<file path="src/rtl/npu_pkg.sv">
// npu_pkg: shared NPU control-plane definitions.
//   AXI_A_W / AXI_D_W / AXI_S_W : AXI4-Lite address, data and strobe widths.
//   ARB_N_REQ                   : number of requesters on the control-plane arbiter.
//   wr_arb_state_t / rd_arb_state_t : arbiter write / read path FSM states.
package npu_pkg;

  localparam int AXI_A_W   = 32;
  localparam int AXI_D_W   = 32;
  localparam int AXI_S_W   = AXI_D_W / 8;
  localparam int ARB_N_REQ = 2;

  typedef enum logic [1:0] {W_IDLE, W_XFER, W_RESP} wr_arb_state_t;
  typedef enum logic [1:0] {R_IDLE, R_ADDR, R_DATA} rd_arb_state_t;

endpackage

</file>
<file path="src/rtl/AXI4LITE_BUS_SV.sv">
// AXI4LITE_BUS_SV: AXI4-Lite bundle (no response codes on this control plane).
//   wa_* : write address channel     wd_* : write data channel
//   wr_* : write response channel    ra_* : read address channel
//   rd_* : read data channel
//   Master modport drives requests; Slave modport drives readies and responses.
interface AXI4LITE_BUS_SV;
  import npu_pkg::*;

  logic               wa_valid;
  logic               wa_ready;
  logic [AXI_A_W-1:0] wa_addr;
  logic               wd_valid;
  logic               wd_ready;
  logic [AXI_D_W-1:0] wd_data;
  logic [AXI_S_W-1:0] wd_strb;
  logic               wr_valid;
  logic               wr_ready;
  logic               ra_valid;
  logic               ra_ready;
  logic [AXI_A_W-1:0] ra_addr;
  logic               rd_valid;
  logic               rd_ready;
  logic [AXI_D_W-1:0] rd_data;

  modport Master (
    output wa_valid, wa_addr, wd_valid, wd_data, wd_strb, wr_ready,
           ra_valid, ra_addr, rd_ready,
    input  wa_ready, wd_ready, wr_valid, ra_ready, rd_valid, rd_data
  );

  modport Slave (
    input  wa_valid, wa_addr, wd_valid, wd_data, wd_strb, wr_ready,
           ra_valid, ra_addr, rd_ready,
    output wa_ready, wd_ready, wr_valid, ra_ready, rd_valid, rd_data
  );

endinterface

</file>
<file path="src/rtl/npu_rr_arb2.sv">
// npu_rr_arb2: two-requester round-robin arbiter with a 1-bit last-granted register.
//   clk, rst   : clock, asynchronous active-high reset (last resets to 1, so M0 wins first tie)
//   req        : request vector
//   update     : pulse that records the current gnt as last granted
//   fixed_prio : 1 = requester 0 always wins a tie
//   gnt        : one-hot combinational grant
module npu_rr_arb2
  import npu_pkg::*;
(
  input  logic                 clk,
  input  logic                 rst,
  input  logic [ARB_N_REQ-1:0] req,
  input  logic                 update,
  input  logic                 fixed_prio,
  output logic [ARB_N_REQ-1:0] gnt
);

  logic last;

  // A single requester always wins; on a tie the one not last granted wins.
  always_comb begin
    gnt = req;
    if (req == 2'b11) gnt = (fixed_prio || last) ? 2'b01 : 2'b10;
  end

  // The owner drives req with the held grant while busy, so gnt at update
  // time is the grant being retired.
  always_ff @(posedge clk or posedge rst) begin
    if (rst)         last <= 1'b1;
    else if (update) last <= gnt[1];
  end

endmodule

</file>
<file path="src/rtl/npu_axi4lite_arbiter.sv">
// npu_axi4lite_arbiter: two-master to one-slave AXI4-Lite arbiter (NPU control plane).
//   clk, rst : clock, asynchronous active-high reset
//   s0       : requester 0 (host), Slave side of its bundle
//   s1       : requester 1 (sequencer/debug), Slave side of its bundle
//   m        : shared downstream register-file slave, Master side
//   FIXED_PRIO : 0 = round-robin ties, 1 = s0 always wins a tie
// Handshake rule on every channel: a transfer happens on a cycle where valid
// and ready are both 1; the source holds valid and payload stable until then,
// and ready may depend combinationally on valid. The write and read paths are
// arbitrated independently, one outstanding transaction each; the grant is
// registered in IDLE and held until the response handshake. Outside the
// granted state all forwarded outputs are 0.
module npu_axi4lite_arbiter
  import npu_pkg::*;
#(
  parameter int unsigned FIXED_PRIO = 0
)(
  input  logic           clk,
  input  logic           rst,
  AXI4LITE_BUS_SV.Slave  s0,
  AXI4LITE_BUS_SV.Slave  s1,
  AXI4LITE_BUS_SV.Master m
);

  localparam logic FIXED = (FIXED_PRIO != 0);

  wr_arb_state_t  w_state;
  rd_arb_state_t  r_state;
  logic [1:0]     wgnt, rgnt;
  logic           aw_done, w_done;
  logic [1:0]     w_req, r_req, w_arb_gnt, r_arb_gnt;
  logic           w_sel, r_sel;
  logic           aw_hs, w_hs, wr_hs, ra_hs, rd_hs;
  logic           w_update, r_update;

  assign w_sel = wgnt[1];
  assign r_sel = rgnt[1];

  // While busy the arbiter sees only the held grant, keeping gnt stable for update.
  assign w_req = (w_state == W_IDLE) ?
                 {s1.wa_valid | s1.wd_valid, s0.wa_valid | s0.wd_valid} : wgnt;
  assign r_req = (r_state == R_IDLE) ? {s1.ra_valid, s0.ra_valid} : rgnt;

  assign aw_hs    = m.wa_valid & m.wa_ready;
  assign w_hs     = m.wd_valid & m.wd_ready;
  assign wr_hs    = m.wr_valid & m.wr_ready;
  assign ra_hs    = m.ra_valid & m.ra_ready;
  assign rd_hs    = m.rd_valid & m.rd_ready;
  assign w_update = (w_state == W_RESP) & wr_hs;
  assign r_update = (r_state == R_DATA) & rd_hs;

  npu_rr_arb2 u_wr_arb (
    .clk(clk), .rst(rst), .req(w_req), .update(w_update),
    .fixed_prio(FIXED), .gnt(w_arb_gnt)
  );

  npu_rr_arb2 u_rd_arb (
    .clk(clk), .rst(rst), .req(r_req), .update(r_update),
    .fixed_prio(FIXED), .gnt(r_arb_gnt)
  );

  // Write path FSM
  always_ff @(posedge clk or posedge rst) begin
    if (rst) begin
      w_state <= W_IDLE;
      wgnt    <= '0;
      aw_done <= 1'b0;
      w_done  <= 1'b0;
    end else begin
      case (w_state)
        W_IDLE: if (|w_req) begin
          wgnt    <= w_arb_gnt;
          w_state <= W_XFER;
        end
        W_XFER: begin
          // AW and W complete in either order or together; flags remember which.
          if ((aw_done | aw_hs) && (w_done | w_hs)) begin
            w_state <= W_RESP;
            aw_done <= 1'b0;
            w_done  <= 1'b0;
          end else begin
            if (aw_hs) aw_done <= 1'b1;
            if (w_hs)  w_done  <= 1'b1;
          end
        end
        W_RESP: if (wr_hs) begin
          w_state <= W_IDLE;
          wgnt    <= '0;
        end
        default: w_state <= W_IDLE;
      endcase
    end
  end

  // Read path FSM
  always_ff @(posedge clk or posedge rst) begin
    if (rst) begin
      r_state <= R_IDLE;
      rgnt    <= '0;
    end else begin
      case (r_state)
        R_IDLE: if (|r_req) begin
          rgnt    <= r_arb_gnt;
          r_state <= R_ADDR;
        end
        R_ADDR: if (ra_hs) r_state <= R_DATA;
        R_DATA: if (rd_hs) begin
          r_state <= R_IDLE;
          rgnt    <= '0;
        end
        default: r_state <= R_IDLE;
      endcase
    end
  end

  // Combinational routing for the granted master; everything else stays 0.
  always_comb begin
    m.wa_valid  = 1'b0;  m.wa_addr = '0;
    m.wd_valid  = 1'b0;  m.wd_data = '0;  m.wd_strb = '0;
    m.wr_ready  = 1'b0;
    m.ra_valid  = 1'b0;  m.ra_addr = '0;
    m.rd_ready  = 1'b0;
    s0.wa_ready = 1'b0;  s0.wd_ready = 1'b0;  s0.wr_valid = 1'b0;
    s0.ra_ready = 1'b0;  s0.rd_valid = 1'b0;  s0.rd_data  = '0;
    s1.wa_ready = 1'b0;  s1.wd_ready = 1'b0;  s1.wr_valid = 1'b0;
    s1.ra_ready = 1'b0;  s1.rd_valid = 1'b0;  s1.rd_data  = '0;

    if (w_state == W_XFER) begin
      // A completed channel is masked so it is issued exactly once.
      m.wa_valid = (w_sel ? s1.wa_valid : s0.wa_valid) & ~aw_done;
      m.wa_addr  =  w_sel ? s1.wa_addr  : s0.wa_addr;
      m.wd_valid = (w_sel ? s1.wd_valid : s0.wd_valid) & ~w_done;
      m.wd_data  =  w_sel ? s1.wd_data  : s0.wd_data;
      m.wd_strb  =  w_sel ? s1.wd_strb  : s0.wd_strb;
      if (w_sel) begin
        s1.wa_ready = m.wa_ready & ~aw_done;
        s1.wd_ready = m.wd_ready & ~w_done;
      end else begin
        s0.wa_ready = m.wa_ready & ~aw_done;
        s0.wd_ready = m.wd_ready & ~w_done;
      end
    end

    if (w_state == W_RESP) begin
      m.wr_ready = w_sel ? s1.wr_ready : s0.wr_ready;
      if (w_sel) s1.wr_valid = m.wr_valid;
      else       s0.wr_valid = m.wr_valid;
    end

    if (r_state == R_ADDR) begin
      m.ra_valid = r_sel ? s1.ra_valid : s0.ra_valid;
      m.ra_addr  = r_sel ? s1.ra_addr  : s0.ra_addr;
      if (r_sel) s1.ra_ready = m.ra_ready;
      else       s0.ra_ready = m.ra_ready;
    end

    if (r_state == R_DATA) begin
      m.rd_ready = r_sel ? s1.rd_ready : s0.rd_ready;
      if (r_sel) begin
        s1.rd_valid = m.rd_valid;
        s1.rd_data  = m.rd_data;
      end else begin
        s0.rd_valid = m.rd_valid;
        s0.rd_data  = m.rd_data;
      end
    end
  end

endmodule
</file>
<file path="src/flat_wrapper.sv">
// flat-port wrapper written by rule: the top's interface ports become plain ports
module npu_axi4lite_arbiter_flat import npu_pkg::*;
#(
  parameter int unsigned FIXED_PRIO = 0
)
  (clk, rst, s0_wa_valid, s0_wa_addr, s0_wd_valid, s0_wd_data, s0_wd_strb, s0_wr_ready, s0_ra_valid, s0_ra_addr, s0_rd_ready, s0_wa_ready, s0_wd_ready, s0_wr_valid, s0_ra_ready, s0_rd_valid, s0_rd_data, s1_wa_valid, s1_wa_addr, s1_wd_valid, s1_wd_data, s1_wd_strb, s1_wr_ready, s1_ra_valid, s1_ra_addr, s1_rd_ready, s1_wa_ready, s1_wd_ready, s1_wr_valid, s1_ra_ready, s1_rd_valid, s1_rd_data, m_wa_valid, m_wa_addr, m_wd_valid, m_wd_data, m_wd_strb, m_wr_ready, m_ra_valid, m_ra_addr, m_rd_ready, m_wa_ready, m_wd_ready, m_wr_valid, m_ra_ready, m_rd_valid, m_rd_data);
  AXI4LITE_BUS_SV s0_i ();
  AXI4LITE_BUS_SV s1_i ();
  AXI4LITE_BUS_SV m_i ();
  input  logic clk;
  input  logic rst;
  input wire logic [$bits(s0_i.wa_valid)-1:0] s0_wa_valid;
  input wire logic [$bits(s0_i.wa_addr)-1:0] s0_wa_addr;
  input wire logic [$bits(s0_i.wd_valid)-1:0] s0_wd_valid;
  input wire logic [$bits(s0_i.wd_data)-1:0] s0_wd_data;
  input wire logic [$bits(s0_i.wd_strb)-1:0] s0_wd_strb;
  input wire logic [$bits(s0_i.wr_ready)-1:0] s0_wr_ready;
  input wire logic [$bits(s0_i.ra_valid)-1:0] s0_ra_valid;
  input wire logic [$bits(s0_i.ra_addr)-1:0] s0_ra_addr;
  input wire logic [$bits(s0_i.rd_ready)-1:0] s0_rd_ready;
  output wire logic [$bits(s0_i.wa_ready)-1:0] s0_wa_ready;
  output wire logic [$bits(s0_i.wd_ready)-1:0] s0_wd_ready;
  output wire logic [$bits(s0_i.wr_valid)-1:0] s0_wr_valid;
  output wire logic [$bits(s0_i.ra_ready)-1:0] s0_ra_ready;
  output wire logic [$bits(s0_i.rd_valid)-1:0] s0_rd_valid;
  output wire logic [$bits(s0_i.rd_data)-1:0] s0_rd_data;
  input wire logic [$bits(s1_i.wa_valid)-1:0] s1_wa_valid;
  input wire logic [$bits(s1_i.wa_addr)-1:0] s1_wa_addr;
  input wire logic [$bits(s1_i.wd_valid)-1:0] s1_wd_valid;
  input wire logic [$bits(s1_i.wd_data)-1:0] s1_wd_data;
  input wire logic [$bits(s1_i.wd_strb)-1:0] s1_wd_strb;
  input wire logic [$bits(s1_i.wr_ready)-1:0] s1_wr_ready;
  input wire logic [$bits(s1_i.ra_valid)-1:0] s1_ra_valid;
  input wire logic [$bits(s1_i.ra_addr)-1:0] s1_ra_addr;
  input wire logic [$bits(s1_i.rd_ready)-1:0] s1_rd_ready;
  output wire logic [$bits(s1_i.wa_ready)-1:0] s1_wa_ready;
  output wire logic [$bits(s1_i.wd_ready)-1:0] s1_wd_ready;
  output wire logic [$bits(s1_i.wr_valid)-1:0] s1_wr_valid;
  output wire logic [$bits(s1_i.ra_ready)-1:0] s1_ra_ready;
  output wire logic [$bits(s1_i.rd_valid)-1:0] s1_rd_valid;
  output wire logic [$bits(s1_i.rd_data)-1:0] s1_rd_data;
  output wire logic [$bits(m_i.wa_valid)-1:0] m_wa_valid;
  output wire logic [$bits(m_i.wa_addr)-1:0] m_wa_addr;
  output wire logic [$bits(m_i.wd_valid)-1:0] m_wd_valid;
  output wire logic [$bits(m_i.wd_data)-1:0] m_wd_data;
  output wire logic [$bits(m_i.wd_strb)-1:0] m_wd_strb;
  output wire logic [$bits(m_i.wr_ready)-1:0] m_wr_ready;
  output wire logic [$bits(m_i.ra_valid)-1:0] m_ra_valid;
  output wire logic [$bits(m_i.ra_addr)-1:0] m_ra_addr;
  output wire logic [$bits(m_i.rd_ready)-1:0] m_rd_ready;
  input wire logic [$bits(m_i.wa_ready)-1:0] m_wa_ready;
  input wire logic [$bits(m_i.wd_ready)-1:0] m_wd_ready;
  input wire logic [$bits(m_i.wr_valid)-1:0] m_wr_valid;
  input wire logic [$bits(m_i.ra_ready)-1:0] m_ra_ready;
  input wire logic [$bits(m_i.rd_valid)-1:0] m_rd_valid;
  input wire logic [$bits(m_i.rd_data)-1:0] m_rd_data;
  assign s0_i.wa_valid = s0_wa_valid;
  assign s0_i.wa_addr = s0_wa_addr;
  assign s0_i.wd_valid = s0_wd_valid;
  assign s0_i.wd_data = s0_wd_data;
  assign s0_i.wd_strb = s0_wd_strb;
  assign s0_i.wr_ready = s0_wr_ready;
  assign s0_i.ra_valid = s0_ra_valid;
  assign s0_i.ra_addr = s0_ra_addr;
  assign s0_i.rd_ready = s0_rd_ready;
  assign s0_wa_ready = s0_i.wa_ready;
  assign s0_wd_ready = s0_i.wd_ready;
  assign s0_wr_valid = s0_i.wr_valid;
  assign s0_ra_ready = s0_i.ra_ready;
  assign s0_rd_valid = s0_i.rd_valid;
  assign s0_rd_data = s0_i.rd_data;
  assign s1_i.wa_valid = s1_wa_valid;
  assign s1_i.wa_addr = s1_wa_addr;
  assign s1_i.wd_valid = s1_wd_valid;
  assign s1_i.wd_data = s1_wd_data;
  assign s1_i.wd_strb = s1_wd_strb;
  assign s1_i.wr_ready = s1_wr_ready;
  assign s1_i.ra_valid = s1_ra_valid;
  assign s1_i.ra_addr = s1_ra_addr;
  assign s1_i.rd_ready = s1_rd_ready;
  assign s1_wa_ready = s1_i.wa_ready;
  assign s1_wd_ready = s1_i.wd_ready;
  assign s1_wr_valid = s1_i.wr_valid;
  assign s1_ra_ready = s1_i.ra_ready;
  assign s1_rd_valid = s1_i.rd_valid;
  assign s1_rd_data = s1_i.rd_data;
  assign m_wa_valid = m_i.wa_valid;
  assign m_wa_addr = m_i.wa_addr;
  assign m_wd_valid = m_i.wd_valid;
  assign m_wd_data = m_i.wd_data;
  assign m_wd_strb = m_i.wd_strb;
  assign m_wr_ready = m_i.wr_ready;
  assign m_ra_valid = m_i.ra_valid;
  assign m_ra_addr = m_i.ra_addr;
  assign m_rd_ready = m_i.rd_ready;
  assign m_i.wa_ready = m_wa_ready;
  assign m_i.wd_ready = m_wd_ready;
  assign m_i.wr_valid = m_wr_valid;
  assign m_i.ra_ready = m_ra_ready;
  assign m_i.rd_valid = m_rd_valid;
  assign m_i.rd_data = m_rd_data;
  npu_axi4lite_arbiter #(.FIXED_PRIO(FIXED_PRIO)) u_core (.clk(clk), .rst(rst), .s0(s0_i), .s1(s1_i), .m(m_i));
endmodule
</file>
<file path="config.mk">
export PLATFORM = sky130hd
export DESIGN_NAME = npu_axi4lite_arbiter_flat
export DESIGN_NICKNAME = d
export VERILOG_FILES = /design/src/rtl/npu_pkg.sv /design/src/rtl/AXI4LITE_BUS_SV.sv /design/src/rtl/npu_rr_arb2.sv /design/src/rtl/npu_axi4lite_arbiter.sv /design/src/flat_wrapper.sv
export SDC_FILE = /design/constraint.sdc
export NUM_CORES = 1
export LEC_CHECK = 0
export ABC_AREA = 1
export CORE_AREA = 8 8 160 162
export CTS_BUF_LIST = sky130_fd_sc_hd__clkbuf_8 sky130_fd_sc_hd__clkbuf_16
export CTS_CLUSTER_DIAMETER = 80
export DETAILED_ROUTE_END_ITERATION = 8
export DIE_AREA = 0 0 168 170
export GPL_ROUTABILITY_DRIVEN = 0
export GPL_TIMING_DRIVEN = 0
export PLACE_DENSITY_LB_ADDON = 0.3
export REMOVE_ABC_BUFFERS = 1
export SLEW_MARGIN = 10
export SYNTH_ARGS = -nofsm -noshare
export SYNTH_HDL_FRONTEND = slang
export SYNTH_HIERARCHICAL = 1
export SYNTH_SLANG_ARGS = --single-unit
</file>
<file path="constraint.sdc">
create_clock -name clk -period 1.77 [get_ports clk]
set_input_delay 0.531 -clock clk [delete_from_list [all_inputs] [get_ports clk]]
set_output_delay 0.531 -clock clk [all_outputs]
set_load 0.02 [all_outputs]
</file>
Word-level counts from Yosys, hierarchy flattened

Cells that the tools add are included.

Flip-flop bits (word level): 12
Output and inout bits: 179
Input bits: 249
Logic and storage cells: 116

Multiplexer cells: 64
Equality and inequality tests: 12
Reductions and logical operators: 15
Bitwise operators: 17

Operator list:

| kind                 | count |
|---|---|
| $mux W32             | 10 |
| $mux W1              | 34 |
| $mux W2              | 14 |
| $pmux W2 S3          | 2 |
| $reduce_and A3 Y1    | 4 |
| $and A1 B1 Y1        | 11 |
| $eq A2 B2 Y1 const B | 4 |
| $mux W4              | 2 |
| $ne A2 B1 Y1 const B | 4 |
| $pmux W2 S2          | 2 |
| $reduce_bool A2 Y1   | 4 |
| $eq A2 B1 Y1 const B | 2 |
| $logic_not A2 Y1     | 2 |
| $ne A2 B2 Y1 const B | 2 |
| $or A1 B1 Y1         | 4 |
| $reduce_and A2 Y1    | 2 |
| $reduce_or A2 Y1     | 2 |
| $not A1 Y1           | 2 |
| $logic_and A1 B1 Y1  | 1 |

Depth between registers and ports, before layout

Depth after elaboration: 8
Mapped depth: 10
Depth with buffers taken out: 10

Modules after synthesis

The synthesis kept the hierarchy.

By module, submodules not included:

| module               | area an instance (sq um) | cells each | seq. area each (sq um) | instances |
|---|---|---|---|---|
| npu_axi4lite_arbiter | 2565.0                   | 565        | 250.2                  | 1 |
| npu_rr_arb2          | 73.8                     | 12         | 26.3                   | 2 |

Worst setup path before layout

No wires, ideal clock.

Path kind: register to output
From: reg u_core.rgnt[1]
To: out s0_ra_ready
Path buffers: 2
Cell stages (with the launch flop): 4
Slack: 18 ps
Data arrival time: 1221 ps
Cell sequence: dfrtp_1 -> buf_4 -> buf_2 -> nor3_1

Cells in the longest elaborated chain, start to end: 2

RTL lines:

| what                   | line                        | text |
|---|---|---|
| start, declared        | npu_axi4lite_arbiter.sv:29  | `logic [1:0] wgnt, rgnt;` |
| start signal, assigned | npu_axi4lite_arbiter.sv:103 | `rgnt <= r_arb_gnt;` |
| $mux W1                | npu_axi4lite_arbiter.sv:153 | `if (r_sel) s1.ra_ready = m.ra_ready;` |
| $mux W1                | npu_axi4lite_arbiter.sv:150 | `if (r_state == R_ADDR) begin` |
| end, declared          | flat_wrapper.sv:24          | `output wire logic [$bits(s0_i.ra_ready)-1:0] s0_ra_ready;` |

No other way between the ends.

Worst setup path after layout

From: reg u_core.wgnt[1]
To: out m_wa_valid

Cells in the longest elaborated chain, start to end: 3

RTL lines:

| what                   | line                        | text |
|---|---|---|
| start, declared        | npu_axi4lite_arbiter.sv:29  |  |
| start signal, assigned | npu_axi4lite_arbiter.sv:72  | `wgnt <= w_arb_gnt;` |
| $mux W1                | npu_axi4lite_arbiter.sv:130 | `m.wa_valid = (w_sel ? s1.wa_valid : s0.wa_valid) & ~aw_done;` |
| $and A1 B1 Y1          | npu_axi4lite_arbiter.sv:130 |  |
| $mux W1                | npu_axi4lite_arbiter.sv:128 | `if (w_state == W_XFER) begin` |
| end, declared          | flat_wrapper.sv:42          | `output wire logic [$bits(m_i.wa_valid)-1:0] m_wa_valid;` |

No other way between the ends.

==> report_table.html <==
<table>
<tr><th>Metric</th><th>Value</th></tr>
<tr><th colspan="2">Outcome</th></tr>
<tr><td>Result of the run</td><td>complete, but fails checks</td></tr>
<tr><td>Failing checks</td><td>negative setup slack</td></tr>
<tr><th colspan="2">Floorplan</th></tr>
<tr><td>Vert. Die Dim</td><td>roughly 170 um</td></tr>
<tr><td>Width of the die</td><td>around 170 um</td></tr>
<tr><td>I/O pin count</td><td>roughly 430</td></tr>
<tr><td>Core footprint</td><td>approximately 0.023 sq mm</td></tr>
<tr><td>Die area</td><td>between 0.02 and 0.03 sq mm</td></tr>
<tr><td>Std-Cell Rows</td><td>between 50 and 60</td></tr>
<tr><td>Initial Util</td><td>a little under an eighth</td></tr>
<tr><th colspan="2">Route</th></tr>
<tr><td>Top layer reached by signal wires</td><td>met4</td></tr>
<tr><td>Drt first pass iters</td><td>5</td></tr>
<tr><td>Met1 Wirelength</td><td>around 9800 um</td></tr>
<tr><td>Residual DRC count</td><td>0</td></tr>
<tr><td>Detailed route wirelength on metal2</td><td>~14000 um</td></tr>
<tr><td>Met3 wire len</td><td>around 2400 um</td></tr>
<tr><td>WL/cell</td><td>20.3 um</td></tr>
<tr><td>Total routed wirelength</td><td>27300 um</td></tr>
<tr><td>First-iteration detailed-routing DRC count</td><td>about 200</td></tr>
<tr><td>Antenna Nets Post-Route</td><td>0</td></tr>
<tr><td>Vias per std cell</td><td>4.26</td></tr>
<tr><td>Via Count</td><td>5713</td></tr>
<tr><th colspan="2">Cells and area</th></tr>
<tr><td>Total number of nets in the final design</td><td>1300</td></tr>
<tr><td>Fraction of final layout cells with drive strength greater than 1</td><td>49.7%</td></tr>
<tr><td>Number of antenna repair diodes</td><td>0</td></tr>
<tr><td>Design Area, Final</td><td>0.00994 sq mm</td></tr>
<tr><td>Area grow syn2layout</td><td>266%</td></tr>
<tr><th colspan="2">Yosys</th></tr>
<tr><td>Synthesis-stage register bit count</td><td>12</td></tr>
<tr><td>Dominant cells by area after synthesis</td><td>sky130_fd_sc_hd__nand2_1 36%, sky130_fd_sc_hd__a21oi_1 19%, sky130_fd_sc_hd__nor2_1 11%</td></tr>
<tr><td>Cells after synthesis</td><td>slightly below 600</td></tr>
<tr><td>Primary FF master, synth</td><td>sky130_fd_sc_hd__dfrtp_1</td></tr>
<tr><td>Most common cell in the netlist</td><td>sky130_fd_sc_hd__nand2_1</td></tr>
<tr><td>Portion of synthesized cell area occupied by the leading cell type</td><td>between 30% and 40%</td></tr>
<tr><td>Register area share after synthesis</td><td>approximately 11%</td></tr>
<tr><td>Synthesized area per cell</td><td>around 4.6 sq um</td></tr>
<tr><td>Unique masters post-synth</td><td>24</td></tr>
<tr><td>Number of flops mapped to enable cells by yosys</td><td>0</td></tr>
<tr><td>Most frequent cells after synthesis</td><td>262 x sky130_fd_sc_hd__nand2_1, 105 x sky130_fd_sc_hd__a21oi_1, 82 x sky130_fd_sc_hd__nor2_1</td></tr>
<tr><td>Syn. warnings</td><td>6</td></tr>
<tr><td>Combined area of all synthesized cells</td><td>roughly 0.0027 sq mm</td></tr>
<tr><td>Leading area contributor after synthesis</td><td>sky130_fd_sc_hd__nand2_1</td></tr>
<tr><td>Ys async rst share</td><td>100%</td></tr>
<tr><th colspan="2">Clock tree</th></tr>
<tr><td>Clock latency reported for the late side of the worst-skew pair</td><td>about 0.24 ns</td></tr>
<tr><td>H-Tree Depth</td><td>1</td></tr>
<tr><td>Clock Sinks</td><td>12</td></tr>
<tr><td>Cell at the root of the clock tree</td><td>sky130_fd_sc_hd__clkbuf_16</td></tr>
<tr><td>Total CTS buffers</td><td>3</td></tr>
<tr><td>CTS tree</td><td>yes</td></tr>
<tr><td>Clock buffer depth</td><td>2</td></tr>
<tr><td>Clock slew at the register clock pins of the worst setup and hold paths</td><td>~0.05 ns</td></tr>
<tr><th colspan="2">Min path</th></tr>
<tr><td>Hold WC Path Type</td><td>flop to flop</td></tr>
<tr><td>Hold Crit Endpoint</td><td>u_core/rgnt[0]</td></tr>
<tr><td>Worst hold path stage count</td><td>2</td></tr>
<tr><td>Worst hold start</td><td>u_core/rgnt[0]</td></tr>
<tr><th colspan="2">Timing</th></tr>
<tr><td>Number of slew-limit violations in the final report</td><td>0</td></tr>
<tr><td>Finish-stage setup viols</td><td>179</td></tr>
<tr><td>Worst-case setup margin in the final layout</td><td>-0.255 ns</td></tr>
<tr><td>Post-Route Skew</td><td>between 0.0006 and 0.0007 ns</td></tr>
<tr><td>Final min period</td><td>~2.0 ns</td></tr>
<tr><td>Number of endpoints with negative hold slack in the final report</td><td>0</td></tr>
<tr><td>Crit share post-route</td><td>114%</td></tr>
<tr><td>Hold WS</td><td>~0.47 ns</td></tr>
<tr><td>Unrepaired setup endpoints after global routing</td><td>yes</td></tr>
<tr><td>Fmax</td><td>0.494 GHz</td></tr>
<tr><th colspan="2">Power</th></tr>
<tr><td>Worst vdd ir</td><td>1.03 mV</td></tr>
<tr><td>Static leakage power</td><td>about 4.2 nW</td></tr>
<tr><td>Power density cells</td><td>1410 mW/mm^2</td></tr>
<tr><th colspan="2">Worst setup path</th></tr>
<tr><td>Number of stages on the worst setup path</td><td>7</td></tr>
<tr><td>Worst Reg2Reg Path Length in Cells</td><td>9</td></tr>
<tr><td>CP Data Arrival Time</td><td>around 1.5 ns</td></tr>
<tr><td>Required time of the critical path</td><td>approximately 1.2 ns</td></tr>
<tr><td>Startpoint types</td><td>flop</td></tr>
<tr><td>Kind of cell adding the most delay to the critical path</td><td>flip-flops</td></tr>
<tr><td>Category of the critical setup timing path</td><td>flop to primary output</td></tr>
<tr><td>Critical path's largest stage delay</td><td>around 0.52 ns</td></tr>
<tr><td>Slowest cell on the critical path</td><td>sky130_fd_sc_hd__dfrtp_4</td></tr>
<tr><td>Worst-path cell chain</td><td>buf_12 &gt; buf_8 &gt; nand2_4 &gt; nand2_2 &gt; nand2_1 &gt; nor2_1 &gt; buf_4</td></tr>
<tr><td>Crit path buffers/inverters</td><td>3</td></tr>
<tr><td>CP max FO</td><td>6</td></tr>
<tr><td>Setup slack on the worst flop-to-flop path</td><td>0.08 ns</td></tr>
<tr><td>Reg2reg start</td><td>u_core/rgnt[1]</td></tr>
<tr><td>End of the worst register-to-register path</td><td>u_core/u_rd_arb/last</td></tr>
<tr><td>Endpoint kind of the worst setup timing path</td><td>primary output</td></tr>
<tr><th colspan="2">Place</th></tr>
<tr><td>Post-Place Worst Slack</td><td>-1.86 ns</td></tr>
<tr><td>DPL Wire Length</td><td>~17000 um</td></tr>
<tr><td>Port Buffer Count</td><td>427</td></tr>
<tr><td>Cell Area, Placed</td><td>roughly 0.0072 sq mm</td></tr>
<tr><th colspan="2">GRT</th></tr>
<tr><td>Initial antenna violation count</td><td>0</td></tr>
<tr><td>Wire length of the first global-routing pass</td><td>~37000 um</td></tr>
<tr><td>Total Routing Usage GR</td><td>between 10% and 20%</td></tr>
<tr><td>Congestion Overflow GR</td><td>0</td></tr>
<tr><td>Pin count of the biggest net entering global routing</td><td>37</td></tr>
<tr><td>Number of global-route vias before repair</td><td>between 5000 and 6000</td></tr>
<tr><th colspan="2">Job</th></tr>
<tr><td>Maximum Capacitance Violations</td><td>0</td></tr>
</table>
==> final cells by class <==
type                            instances  area [sq um]
Timing Repair inverter                 16           287
Fill cell                            2272         13100
Sequential cell                        12           313
Tap cell                              290           363
Clock buffer                            4          88.8
Timing Repair Buffer                  468          4980
Inverter                               62           318
Multi-Input combinational cell        488          3590
==> worst max-delay path by stage <==
stage	startpoint	end	slack, ns
after floorplan	u_core/wgnt[1]	s1_wr_valid	-1.58
after global placement	u_core/wgnt[1]	s1_wr_valid	-3.43
after detailed placement	u_core/rgnt[1]	s0_rd_data[10]	-1.86
after CTS	u_core/wgnt[1]	m_wa_valid	-0.25
after global routing	u_core/wgnt[1]	m_wa_valid	-0.32
final	u_core/wgnt[1]	m_wa_valid	-0.26
==> placed cells by master, fill, tap and decap left out, drive strengths merged, types with 8 or more instances in the layout <==
cell type,count
a21oi,106
clkinv,10
nand3,8
clkdlybuf4s50,238
clkbuf,8
nand2,279
buf,216
dfrtp,10
inv,67
nor2,84
==> through the flow <==
step | TNS, ns | std cells | util [%] | total power, mW
floorplan | -170.75 | 551 | - | 4.85
global placement | -470.41 | 1268 | 31.0 | 9.18
detailed placement | -235.71 | 1268 | 31.1 | 9.11
CTS | -32.38 | 1326 | 36.1 | 12.3
global route | -41.94 | 1340 | 43.1 | 14.8
finish | -33.29 | 1340 | 43.1 | 14.1
==> metal layers <==
metal	vias to the layer above	track usage, %
met2	263	31.4
met1	2662	17.8
li1	2746	-
met4	0	3.77
met5	-	0
met3	42	5.28
==> cell families after synthesis <==
family / share of synthesized area (%)
buffers and inverters: 15.9
other: 0.138
AND/OR/NAND/NOR: 52.1
flip-flops: 11.2
AO/OA/AOI/OAI: 20.8
==> flip-flops by register name, summed over array words and instances (netlist names) <==
name	cells
u_core/w_state	2
u_core/aw_done	1
u_core/u_rd_arb/last	1
u_core/rgnt	2
u_core/wgnt	2
u_core/w_done	1
u_core/u_wr_arb/last	1
u_core/r_state	2
==> report_power, final <==
| group | total [mW] | internal [mW] | switching, mW |
|---|---|---|---|
| combinational | 13.0 | 5.41 | 7.57 |
| sequential | 0.606 | 0.427 | 0.179 |
| clock | 0.471 | 0.342 | 0.129 |
| total | 14.1 | 6.18 | 7.87 |
==> worst min-delay path, stage by stage, from the launching register on <==
cell and delay [ns]:
sky130_fd_sc_hd__dfrtp_1 0.34, sky130_fd_sc_hd__nand2_1 0.05, sky130_fd_sc_hd__nand2_1 0.05
==> repair_timing <==
action / CTS / global route
setup buffers: 28 / 8
resized for setup: 1143 / 395
cloned: 26 / 8
hold endpoints to repair: 0 / 0
setup endpoints to repair: 190 / 180
hold buffers: 0 / 0
pin swaps: 36 / 58
(Power assumes the default switching activity.)
